--- src/rtl/instr_fetch_unit_pkg.sv ---
// ---------------------------------------------------------------------------
// instr_fetch_unit_pkg
// Shared definitions for the instruction fetch unit and its fetch queue:
// default reset PC, NOP encoding, PC increment, FSM state encoding, the
// fetch-queue entry layout and a PC alignment helper.
// ---------------------------------------------------------------------------
package instr_fetch_unit_pkg;

  localparam logic [31:0] RESET_PC_DEFAULT = 32'h0040_0000;
  localparam logic [31:0] INSTR_NOP        = 32'h0000_0000;
  localparam logic [31:0] PC_STEP          = 32'd4;

  // Width of the outstanding / drop counters. The worst case is FQ_DEPTH
  // squashed requests plus FQ_DEPTH new-stream requests (<= 16 for depth 8).
  localparam int CNT_W = 5;

  typedef enum logic [1:0] {
    BOOT  = 2'd0,
    RUN   = 2'd1,
    FLUSH = 2'd2
  } fetch_state_e;

  typedef struct packed {
    logic [31:0] instr;
    logic [31:0] pc;
  } fq_entry_t;

  function automatic logic [31:0] align_pc(input logic [31:0] pc);
    return {pc[31:2], 2'b00};
  endfunction

endpackage

--- src/rtl/instr_fetch_unit_fetch_queue.sv ---
// ---------------------------------------------------------------------------
// fetch_queue
// Small synchronous in-order FIFO of {instr, pc} entries.
// Ports:
//   CLK, RESET     clock, asynchronous active-low reset
//   push_i         write push_data_i (accepted when not full, or when popping)
//   push_data_i    entry to write
//   pop_i          drop the head entry (ignored when empty)
//   flush_i        empty the queue; overrides push and pop
//   head_o         head entry (undefined contents when empty_o=1)
//   full_o         count_o == DEPTH
//   empty_o        count_o == 0
//   count_o        current occupancy
// ---------------------------------------------------------------------------
module fetch_queue
  import instr_fetch_unit_pkg::*;
#(
  parameter int DEPTH = 2,
  localparam int AW = $clog2(DEPTH),
  localparam int CW = AW + 1
) (
  input  logic          CLK,
  input  logic          RESET,
  input  logic          push_i,
  input  fq_entry_t     push_data_i,
  input  logic          pop_i,
  input  logic          flush_i,
  output fq_entry_t     head_o,
  output logic          full_o,
  output logic          empty_o,
  output logic [CW-1:0] count_o
);

  fq_entry_t         mem_q [DEPTH];
  logic [AW-1:0]     wr_ptr_q, rd_ptr_q;
  logic [CW-1:0]     count_q;
  logic              do_push, do_pop;

  assign empty_o = (count_q == '0);
  assign full_o  = (count_q == CW'(DEPTH));
  assign count_o = count_q;
  assign head_o  = mem_q[rd_ptr_q];

  assign do_pop  = pop_i & ~empty_o;
  // A full queue can still accept a push in the same cycle as a pop.
  assign do_push = push_i & (~full_o | do_pop);

  // NOTE: sequential state is updated with non-blocking assignments only, so
  // every register samples the values from before the clock edge.
  always_ff @(posedge CLK or negedge RESET) begin
    if (!RESET) begin
      wr_ptr_q <= '0;
      rd_ptr_q <= '0;
      count_q  <= '0;
    end else if (flush_i) begin
      wr_ptr_q <= '0;
      rd_ptr_q <= '0;
      count_q  <= '0;
    end else begin
      if (do_push) wr_ptr_q <= wr_ptr_q + 1'b1;
      if (do_pop)  rd_ptr_q <= rd_ptr_q + 1'b1;
      count_q <= count_q + CW'(do_push) - CW'(do_pop);
    end
  end

  // NOTE: the storage array has no reset; an entry is only observable after
  // it was written, because count_q gates validity.
  always_ff @(posedge CLK) begin
    if (do_push && !flush_i) mem_q[wr_ptr_q] <= push_data_i;
  end

endmodule

--- src/rtl/instr_fetch_unit.sv ---
// ---------------------------------------------------------------------------
// instr_fetch_unit
// Front-end fetch stage. Owns the fetch PC, issues word reads over a
// req/gnt/ack handshake, buffers returned words in an in-order fetch queue
// and presents the head to the IF/ID register. Redirects squash the stream;
// acks for requests issued before a redirect are counted off and discarded.
// Ports:
//   CLK, RESET          clock, asynchronous active-low reset
//   STALL               head must not be consumed this cycle
//   Redirect            restart fetching at Redirect_PC (bits [1:0] ignored)
//   Mem_Req/Mem_Addr    read request and word-aligned address
//   Mem_Gnt             request accepted this cycle
//   Mem_Ack/Mem_Data    in-order read response
//   Instr1_IF           head instruction (0 when invalid)
//   Instr_PC_IF         head PC (0 when invalid)
//   Instr_PC_Plus4_IF   head PC + 4 (0 when invalid)
//   Instr_Valid         head entry valid
// ---------------------------------------------------------------------------
module instr_fetch_unit
  import instr_fetch_unit_pkg::*;
#(
  parameter logic [31:0] RESET_PC = RESET_PC_DEFAULT,
  parameter int          FQ_DEPTH = 2
) (
  input  logic        CLK,
  input  logic        RESET,
  input  logic        STALL,
  input  logic        Redirect,
  input  logic [31:0] Redirect_PC,
  output logic        Mem_Req,
  output logic [31:0] Mem_Addr,
  input  logic        Mem_Gnt,
  input  logic        Mem_Ack,
  input  logic [31:0] Mem_Data,
  output logic [31:0] Instr1_IF,
  output logic [31:0] Instr_PC_IF,
  output logic [31:0] Instr_PC_Plus4_IF,
  output logic        Instr_Valid
);

  localparam int CW = $clog2(FQ_DEPTH) + 1;

  fetch_state_e      state_q, state_d;
  logic [31:0]       fetch_pc_q, fetch_pc_d;
  logic [31:0]       resp_pc_q, resp_pc_d;
  logic [CNT_W-1:0]  outstanding_q, outstanding_d;
  logic [CNT_W-1:0]  drop_cnt_q, drop_cnt_d;

  fq_entry_t         fq_head, fq_push_data;
  logic              fq_full, fq_empty, fq_push, fq_pop;
  logic [CW-1:0]     fq_count;

  logic [CNT_W-1:0]  credit_used;
  logic              accept, ack_drop, ack_keep;

  // Entries already queued plus requests whose data will be kept; squashed
  // requests do not consume queue space.
  assign credit_used = {{(CNT_W-CW){1'b0}}, fq_count} + (outstanding_q - drop_cnt_q);

  assign Mem_Req  = (state_q != BOOT) && !Redirect && (credit_used < CNT_W'(FQ_DEPTH));
  assign Mem_Addr = fetch_pc_q;
  assign accept   = Mem_Req & Mem_Gnt;

  // An ack in the redirect cycle always belongs to the old stream.
  assign ack_drop = Mem_Ack & (drop_cnt_q != '0);
  assign ack_keep = Mem_Ack & (drop_cnt_q == '0) & !Redirect;

  assign fq_push      = ack_keep;
  assign fq_push_data = '{instr: Mem_Data, pc: resp_pc_q};
  assign fq_pop       = !fq_empty && !STALL && !Redirect;

  fetch_queue #(.DEPTH(FQ_DEPTH)) u_fetch_queue (
    .CLK         (CLK),
    .RESET       (RESET),
    .push_i      (fq_push),
    .push_data_i (fq_push_data),
    .pop_i       (fq_pop),
    .flush_i     (Redirect),
    .head_o      (fq_head),
    .full_o      (fq_full),
    .empty_o     (fq_empty),
    .count_o     (fq_count)
  );

  assign Instr_Valid       = !fq_empty;
  assign Instr1_IF         = Instr_Valid ? fq_head.instr       : INSTR_NOP;
  assign Instr_PC_IF       = Instr_Valid ? fq_head.pc          : '0;
  assign Instr_PC_Plus4_IF = Instr_Valid ? fq_head.pc + PC_STEP : '0;

  // NOTE: every signal driven here gets its default first, so no path leaves
  // a value unassigned and no latch is inferred.
  always_comb begin
    state_d       = state_q;
    fetch_pc_d    = fetch_pc_q;
    resp_pc_d     = resp_pc_q;
    drop_cnt_d    = drop_cnt_q;
    outstanding_d = outstanding_q + CNT_W'(accept) - CNT_W'(Mem_Ack);

    if (Redirect) begin
      // No request issues this cycle, so everything still in flight is old.
      drop_cnt_d = outstanding_q - CNT_W'(Mem_Ack);
      fetch_pc_d = align_pc(Redirect_PC);
      resp_pc_d  = align_pc(Redirect_PC);
      state_d    = (drop_cnt_d != '0) ? FLUSH : RUN;
    end else begin
      if (accept)   fetch_pc_d = fetch_pc_q + PC_STEP;
      if (ack_drop) drop_cnt_d = drop_cnt_q - 1'b1;
      if (ack_keep) resp_pc_d  = resp_pc_q + PC_STEP;
      unique case (state_q)
        BOOT:    state_d = RUN;
        RUN:     state_d = RUN;
        FLUSH:   if (drop_cnt_d == '0) state_d = RUN;
        default: state_d = BOOT;
      endcase
    end
  end

  always_ff @(posedge CLK or negedge RESET) begin
    if (!RESET) begin
      state_q       <= BOOT;
      fetch_pc_q    <= RESET_PC;
      resp_pc_q     <= RESET_PC;
      outstanding_q <= '0;
      drop_cnt_q    <= '0;
    end else begin
      state_q       <= state_d;
      fetch_pc_q    <= fetch_pc_d;
      resp_pc_q     <= resp_pc_d;
      outstanding_q <= outstanding_d;
      drop_cnt_q    <= drop_cnt_d;
    end
  end

  // Credit accounting keeps a kept ack from ever meeting a full queue.
  a_no_overflow: assert property (@(posedge CLK) disable iff (!RESET)
    !(ack_keep && fq_full));

endmodule

--- config.mk ---
export PLATFORM = sky130hd
export DESIGN_NAME = instr_fetch_unit
export DESIGN_NICKNAME = d
export VERILOG_FILES = /design/src/rtl/instr_fetch_unit_pkg.sv /design/src/rtl/instr_fetch_unit_fetch_queue.sv /design/src/rtl/instr_fetch_unit.sv
export SDC_FILE = /design/constraint.sdc
export NUM_CORES = 1
export LEC_CHECK = 0
export BUFFER_PORTS_ARGS = -buffer_cell sky130_fd_sc_hd__buf_2
export CAP_MARGIN = 25
export CELL_PAD_IN_SITES_DETAIL_PLACEMENT = 0
export CELL_PAD_IN_SITES_GLOBAL_PLACEMENT = 1
export CORE_MARGIN = 3
export CORE_UTILIZATION = 40
export CTS_CLUSTER_SIZE = 12
export DETAILED_ROUTE_END_ITERATION = 8
export GPL_TIMING_DRIVEN = 1
export PLACE_DENSITY_LB_ADDON = 0.2
export SYNTH_ARGS = -nofsm -noshare
export SYNTH_HDL_FRONTEND = slang
export SYNTH_HIERARCHICAL = 1
export SYNTH_SLANG_ARGS = --single-unit
--- constraint.sdc ---
create_clock -name CLK -period 8.9 [get_ports CLK]
set_input_delay 1.78 -clock CLK [delete_from_list [all_inputs] [get_ports CLK]]
set_output_delay 1.78 -clock CLK [all_outputs]
set_load 0.01 [all_outputs]
==> results of run 1 <==
flip-flops by register name (all words and copies together) (netlist names):
name	flops
Mem_Addr	30
drop_cnt_q	5
resp_pc_q	30
u_fetch_queue/rd_ptr_q	1
u_fetch_queue/count_o	2
outstanding_q	5
state_q	2
u_fetch_queue/mem_q	128
u_fetch_queue/wr_ptr_q	1
layout by cell type (no fill, tap or decap), drive strengths merged, types with 7 or more instances in the layout:
cell type	count
nand2	73
nor2	66
xnor2	19
clkbuf	33
a211oi	7
o21ai	37
nor4	7
inv	24
and4	11
dfrtp	74
and3	17
xor2	53
a21o	11
nand4	21
clkinv	9
edfxtp	128
buf	203
a221o	10
mux2	78
mux2i	9
nand3	48
nor3	18
nor2b	69
and2	9
a21oi	9
ha	20
layer usage:
layer / share of wire (%) / wire length, um
met1: 49 / 12400
met2: 42 / 10700
met4: 1.6 / 414
met3: 6.6 / 1660
met5: 0 / 0
worst max-delay path by stage:
stage,depth (start not counted),to,startpoint
3_3_place_gp,9,Instr_PC_Plus4_IF[29],u_fetch_queue/rd_ptr_q
3_5_place_dp,9,Instr_PC_Plus4_IF[29],u_fetch_queue/rd_ptr_q
4_1_cts,9,Instr_PC_Plus4_IF[29],u_fetch_queue/rd_ptr_q
2_1_floorplan,6,u_fetch_queue/mem_q[1][0],Redirect
5_1_grt,9,Instr_PC_Plus4_IF[29],u_fetch_queue/rd_ptr_q
6_report,9,Instr_PC_Plus4_IF[29],u_fetch_queue/rd_ptr_q
area by class of cell:
| type | count | area share (%) |
|---|---|---|
| clock buffers | 33 | 5.35 |
| repair buffers | 203 | 8.39 |
| multi-input cells | 650 | 36.4 |
| flip-flops and latches | 204 | 45.6 |
| inverters | 24 | 0.714 |
| well taps | 330 | 3.27 |
| clock inverters | 10 | 0.367 |
report_power, final:
group	switching [mW]	internal, mW	total, mW	leakage (nW)
clock	0.369	0.527	0.896	0.353
combinational	0.293	0.247	0.540	2.76
sequential	0.0946	1.09	1.18	2.07
==> impl_metrics.tcl, run 1 <==
set metrics [dict create \
    timing.rr.start "u_fetch_queue/count_o[1]" \
    post-place-cells 1411 \
    nFillCells 2390 \
    holdPathEnd "u_fetch_queue/mem_q[1][31]" \
    yosys_warnings 6 \
    gp_congestion 0.804 \
    cts_sinks 204 \
    finalSetupViolations 0 \
    syn_avg_cell_area_um2 11.6 \
    vias_per_cell 5.20 \
    grt_max_degree 80 \
    grt_pass1_vias 7502 \
    root_buffer "clkbuf_16" \
    fp.coreArea_um2 25600 \
    ir_worst_vdd_uv 120 \
    powerDensity_nw_per_um2 207 \
    postSynthCellCount 916 \
    vias 7566 \
    grtUsageMet2_pct 26.0 \
    use_met3_pct 3.55 \
    cts_resized 0 \
    fin_crit_sh_pct 64.1 \
    skew_ns 0.0110 \
    worstRegToRegCells 18 \
    die_y_um 169 \
    finalMaxSlewViolations 0 \
    wire_per_inst_um 17.3 \
    arrival_ns 3.93 \
    grt_pass1_wl_mm 40.0 \
    leakagePower_nw 5.18 \
    critPathLaunchType "flip-flop" \
    r2r_setup_slack_ns 5.00 \
    start_util_pct 41.4 \
    cp_cell_sequence "buf_4, mux2_1, and4_1, nand4_1, nor4_1, nand3_1, xor2_1, nor2_1, buf_2" \
    postRouteAntennaNets 0 \
    endpoint_kind "output port" \
    worstHoldStart "resp_pc_q[31]" \
    cts.clk_slew.worst_paths_ns 0.06 \
    min_period_ns 5.71 \
    clockBufferDepth 3 \
    hold_viol_final 0 \
    max_slew_margin_pct 39.3 \
    syn_area_um2 10600 \
    overflow 0 \
    die_w_um 169 \
    use_met1_pct 25.4 \
    r2r-end "outstanding_q[4]" \
    area_growth_pct 19.0 \
    drive_gt1_share_pct 24.6 \
    die-area_um2 28500 \
    antenna_found_initial 0 \
    post_cts_buffers 0 \
    pin_count 200 \
    max_stage_delay_ns 0.73 \
    busiest_layer "met2" \
    io_buffers 195 \
    hold_buffers 0 \
    status "complete, no violations" \
    worstHoldPathType "reg2reg" \
    tns_ns 0 \
    slowest_stage "dfrtp_2" \
    worstSkewPairLatency_ns 0.51 \
    setup_ws_ns 3.19 \
    design_area_um2 12600 \
    final_cells 1454 \
    max_freq_ghz 0.175 \
    layout.nets 1200 \
    cts_tree "done" \
    critPathMaxFanout 43 \
    routed_wl_mm 25.1 \
    cap_violations 0 \
    cp_top_family "simple AND/OR/NAND/NOR gates" \
    hpwl_mm 17.3 \
    critPathRequiredTime_ns 7.12 \
    critical_path_class "reg2out" \
    dp_slack_ns 3.62 \
    hold_ws_ns 0.490 \
    num_antenna_cells 0 \
    grt_usage_pct 17.1 \
    regArea_um2 5750 \
    drtIter0Drc 397 \
    fin_util_pct 49.3 \
    drc 0 \
    placed_area_um2 11900 \
    path_buf_inv 2 \
    worst_pin_slew_ns 0.910 \
    drtPass1Iterations 5 \
    p_total_mw 2.62 \
    cts_buffers 24 \
    multi_input_area_um2 4590 \
    rsz0062_at_grt "false" \
    h-tree-depth 1 \
    whs_path_depth 0 \
    row_count 58 \
]
Note: power is estimated with default switching activity, not from simulation.
==> inputs of run 2 (changes only) <==
--- a/config.mk
+++ b/config.mk
@@ -5,12 +5,13 @@
 export SDC_FILE = /design/constraint.sdc
 export NUM_CORES = 1
 export LEC_CHECK = 0
+export ABC_AREA = 1
 export BUFFER_PORTS_ARGS = -buffer_cell sky130_fd_sc_hd__buf_2
 export CAP_MARGIN = 25
 export CELL_PAD_IN_SITES_DETAIL_PLACEMENT = 0
 export CELL_PAD_IN_SITES_GLOBAL_PLACEMENT = 1
 export CORE_MARGIN = 3
-export CORE_UTILIZATION = 40
+export CORE_UTILIZATION = 38
 export CTS_CLUSTER_SIZE = 12
 export DETAILED_ROUTE_END_ITERATION = 8
 export GPL_TIMING_DRIVEN = 1
==> constraint.sdc (replaced) <==
create_clock -name CLK -period 4.6 [get_ports CLK]
set_input_delay 0.92 -clock CLK [delete_from_list [all_inputs] [get_ports CLK]]
set_output_delay 0.92 -clock CLK [all_outputs]
set_load 0.01 [all_outputs]
==> impl_metrics.tcl, run 2 <==
set metrics [dict create \
    drc 0 \
    powerDensity_nw_per_um2 404 \
    cts_tree "done" \
    postSynthCellCount 1569 \
    regArea_um2 5750 \
    largest_reg_flops 128 \
    hold_buffers 0 \
    h-tree-depth 1 \
    vias 10200 \
    rsz0062_at_grt "false" \
    min_period_ns 4.13 \
    area_growth_pct 17.8 \
    fp.coreArea_um2 30700 \
    design_area_um2 14000 \
    grt_pass1_wl_mm 51.6 \
    endpoint_kind "output port" \
    regMostFlops "u_fetch_queue/mem_q" \
    finalSetupViolations 0 \
    worstHoldPathType "in2async" \
    drtPass1Iterations 5 \
    max_freq_ghz 0.242 \
    grt_usage_pct 19.0 \
    ir_worst_vdd_uv 340 \
    nFillCells 3152 \
    die_w_um 183 \
    final_common_cell "nand2_1" \
    finalMaxSlewViolations 0 \
    wire_per_inst_um 14.7 \
    start_util_pct 38.7 \
    critPathMaxFanout 34 \
    critPathRequiredTime_ns 3.68 \
    critPathLaunchType "flip-flop" \
    die-area_um2 33500 \
    cts_sinks 204 \
    cts.clk_slew.worst_paths_ns 0.06 \
    skew_ns 0.00849 \
    final_cell_mix "nand2_1 (639), nor2_1 (209), buf_2 (194), inv_1 (158), edfxtp_1 (128)" \
    arrival_ns 3.21 \
    root_buffer "clkbuf_16" \
    worst_pin_slew_ns 0.746 \
    clockBufferDepth 3 \
    status "complete, no violations" \
    yosys_warnings 6 \
    max_slew_margin_pct 49.8 \
    critical_path_class "reg2out" \
    cap_violations 0 \
    layout.nets 1848 \
    vias_per_cell 4.71 \
    worstSkewPairLatency_ns 0.52 \
    syn_avg_cell_area_um2 7.58 \
    tns_ns 0 \
    fin_crit_sh_pct 89.8 \
    cts_buffers 23 \
    die_y_um 183 \
    io_buffers 195 \
    postRouteAntennaNets 0 \
    antenna_found_initial 1 \
    overflow 0 \
    placed_area_um2 13200 \
    routed_wl_mm 31.9 \
    row_count 64 \
    multi_input_area_um2 5240 \
    leakagePower_nw 6.79 \
    pin_count 200 \
    gp_congestion 0.843 \
    grt_pass1_vias 9757 \
    hpwl_mm 23.2 \
    post_cts_buffers 0 \
    hold_viol_final 0 \
    syn_area_um2 11900 \
    drtIter0Drc 550 \
    grt_max_degree 73 \
    drive_gt1_share_pct 15.5 \
]
## run 2: through the flow
step / std cells / power (mW) / setup WS, ns / utilization [%] / hold slack (ns)
floorplan: 1574 / 3.36 / 0.731 / - / 0.477
global placement: 2125 / 3.75 / 0.787 / 42.9 / 0.518
detailed placement: 2125 / 3.78 / 0.780 / 42.9 / 0.523
CTS: 2167 / 5.73 / 0.196 / 45.5 / 0.446
global route: 2169 / 6.06 / 0.0282 / 45.6 / 0.469
finish: 2169 / 5.66 / 0.469 / 45.6 / 0.428
## run 2: critical path: stages (launching register included)
cell and delay [ns]:
dfrtp_2 0.65, inv_4 0.36, buf_4 0.32, nand2_1 0.08, nand2_1 0.14, nand2_1 0.11
nor4_1 0.58, nand2_1 0.11, nand2_1 0.09, nand2_1 0.05, nor2_1 0.07, buf_2 0.13
## run 2: final cells by class
cell class / instances / area share [%]
Sequential cell: 204 / 41.0
Multi-Input combinational cell: 1154 / 37.4
Timing Repair Buffer: 206 / 7.84
Inverter: 166 / 4.50
Clock buffer: 32 / 4.49
Tap cell: 396 / 3.54
Clock inverter: 10 / 1.17
Antenna cell: 1 / 0.0179
## run 2: per-layer routing
| layer | part of all wire, % | wire length [um] | GRT usage [%] | vias to the layer above |
|---|---|---|---|---|
| met5 | 0 | 0 | 0 | - |
| met4 | 2.6 | 844 | 5.42 | 0 |
| met3 | 5.6 | 1780 | 2.48 | 47 |
| met2 | 45 | 14500 | 30.9 | 261 |
| met1 | 46 | 14800 | 26.8 | 4619 |
| li1 | - | - | - | 5296 |
## run 2: repair_timing
action | 4_1_cts | 5_1_grt
setup endpoints to repair | 0 | 6
resized for setup | 0 | 2
endpoints found under the hold margin | 0 | 0
## run 2: final timing paths
path	from	slack (ns)	end	cells after the start
setup / recovery	u_fetch_queue/rd_ptr_q	0.47	Instr_PC_Plus4_IF[28]	11
hold / removal	RESET	0.43	Mem_Addr[20]	1
setup reg to reg	outstanding_q[1]	1.04	outstanding_q[4]	16
hold reg to reg	Mem_Addr[22]	0.54	Mem_Addr[22]	2
max in group asynchronous	RESET	3.25	resp_pc_q[22]	2
min in group CLK	Mem_Addr[22]	0.54	Mem_Addr[22]	2
## run 2: power breakdown
part	switching, mW	internal (mW)	total [mW]
logic	0.810	0.521	1.33
registers	0.258	2.14	2.40
clock network	0.738	1.19	1.92
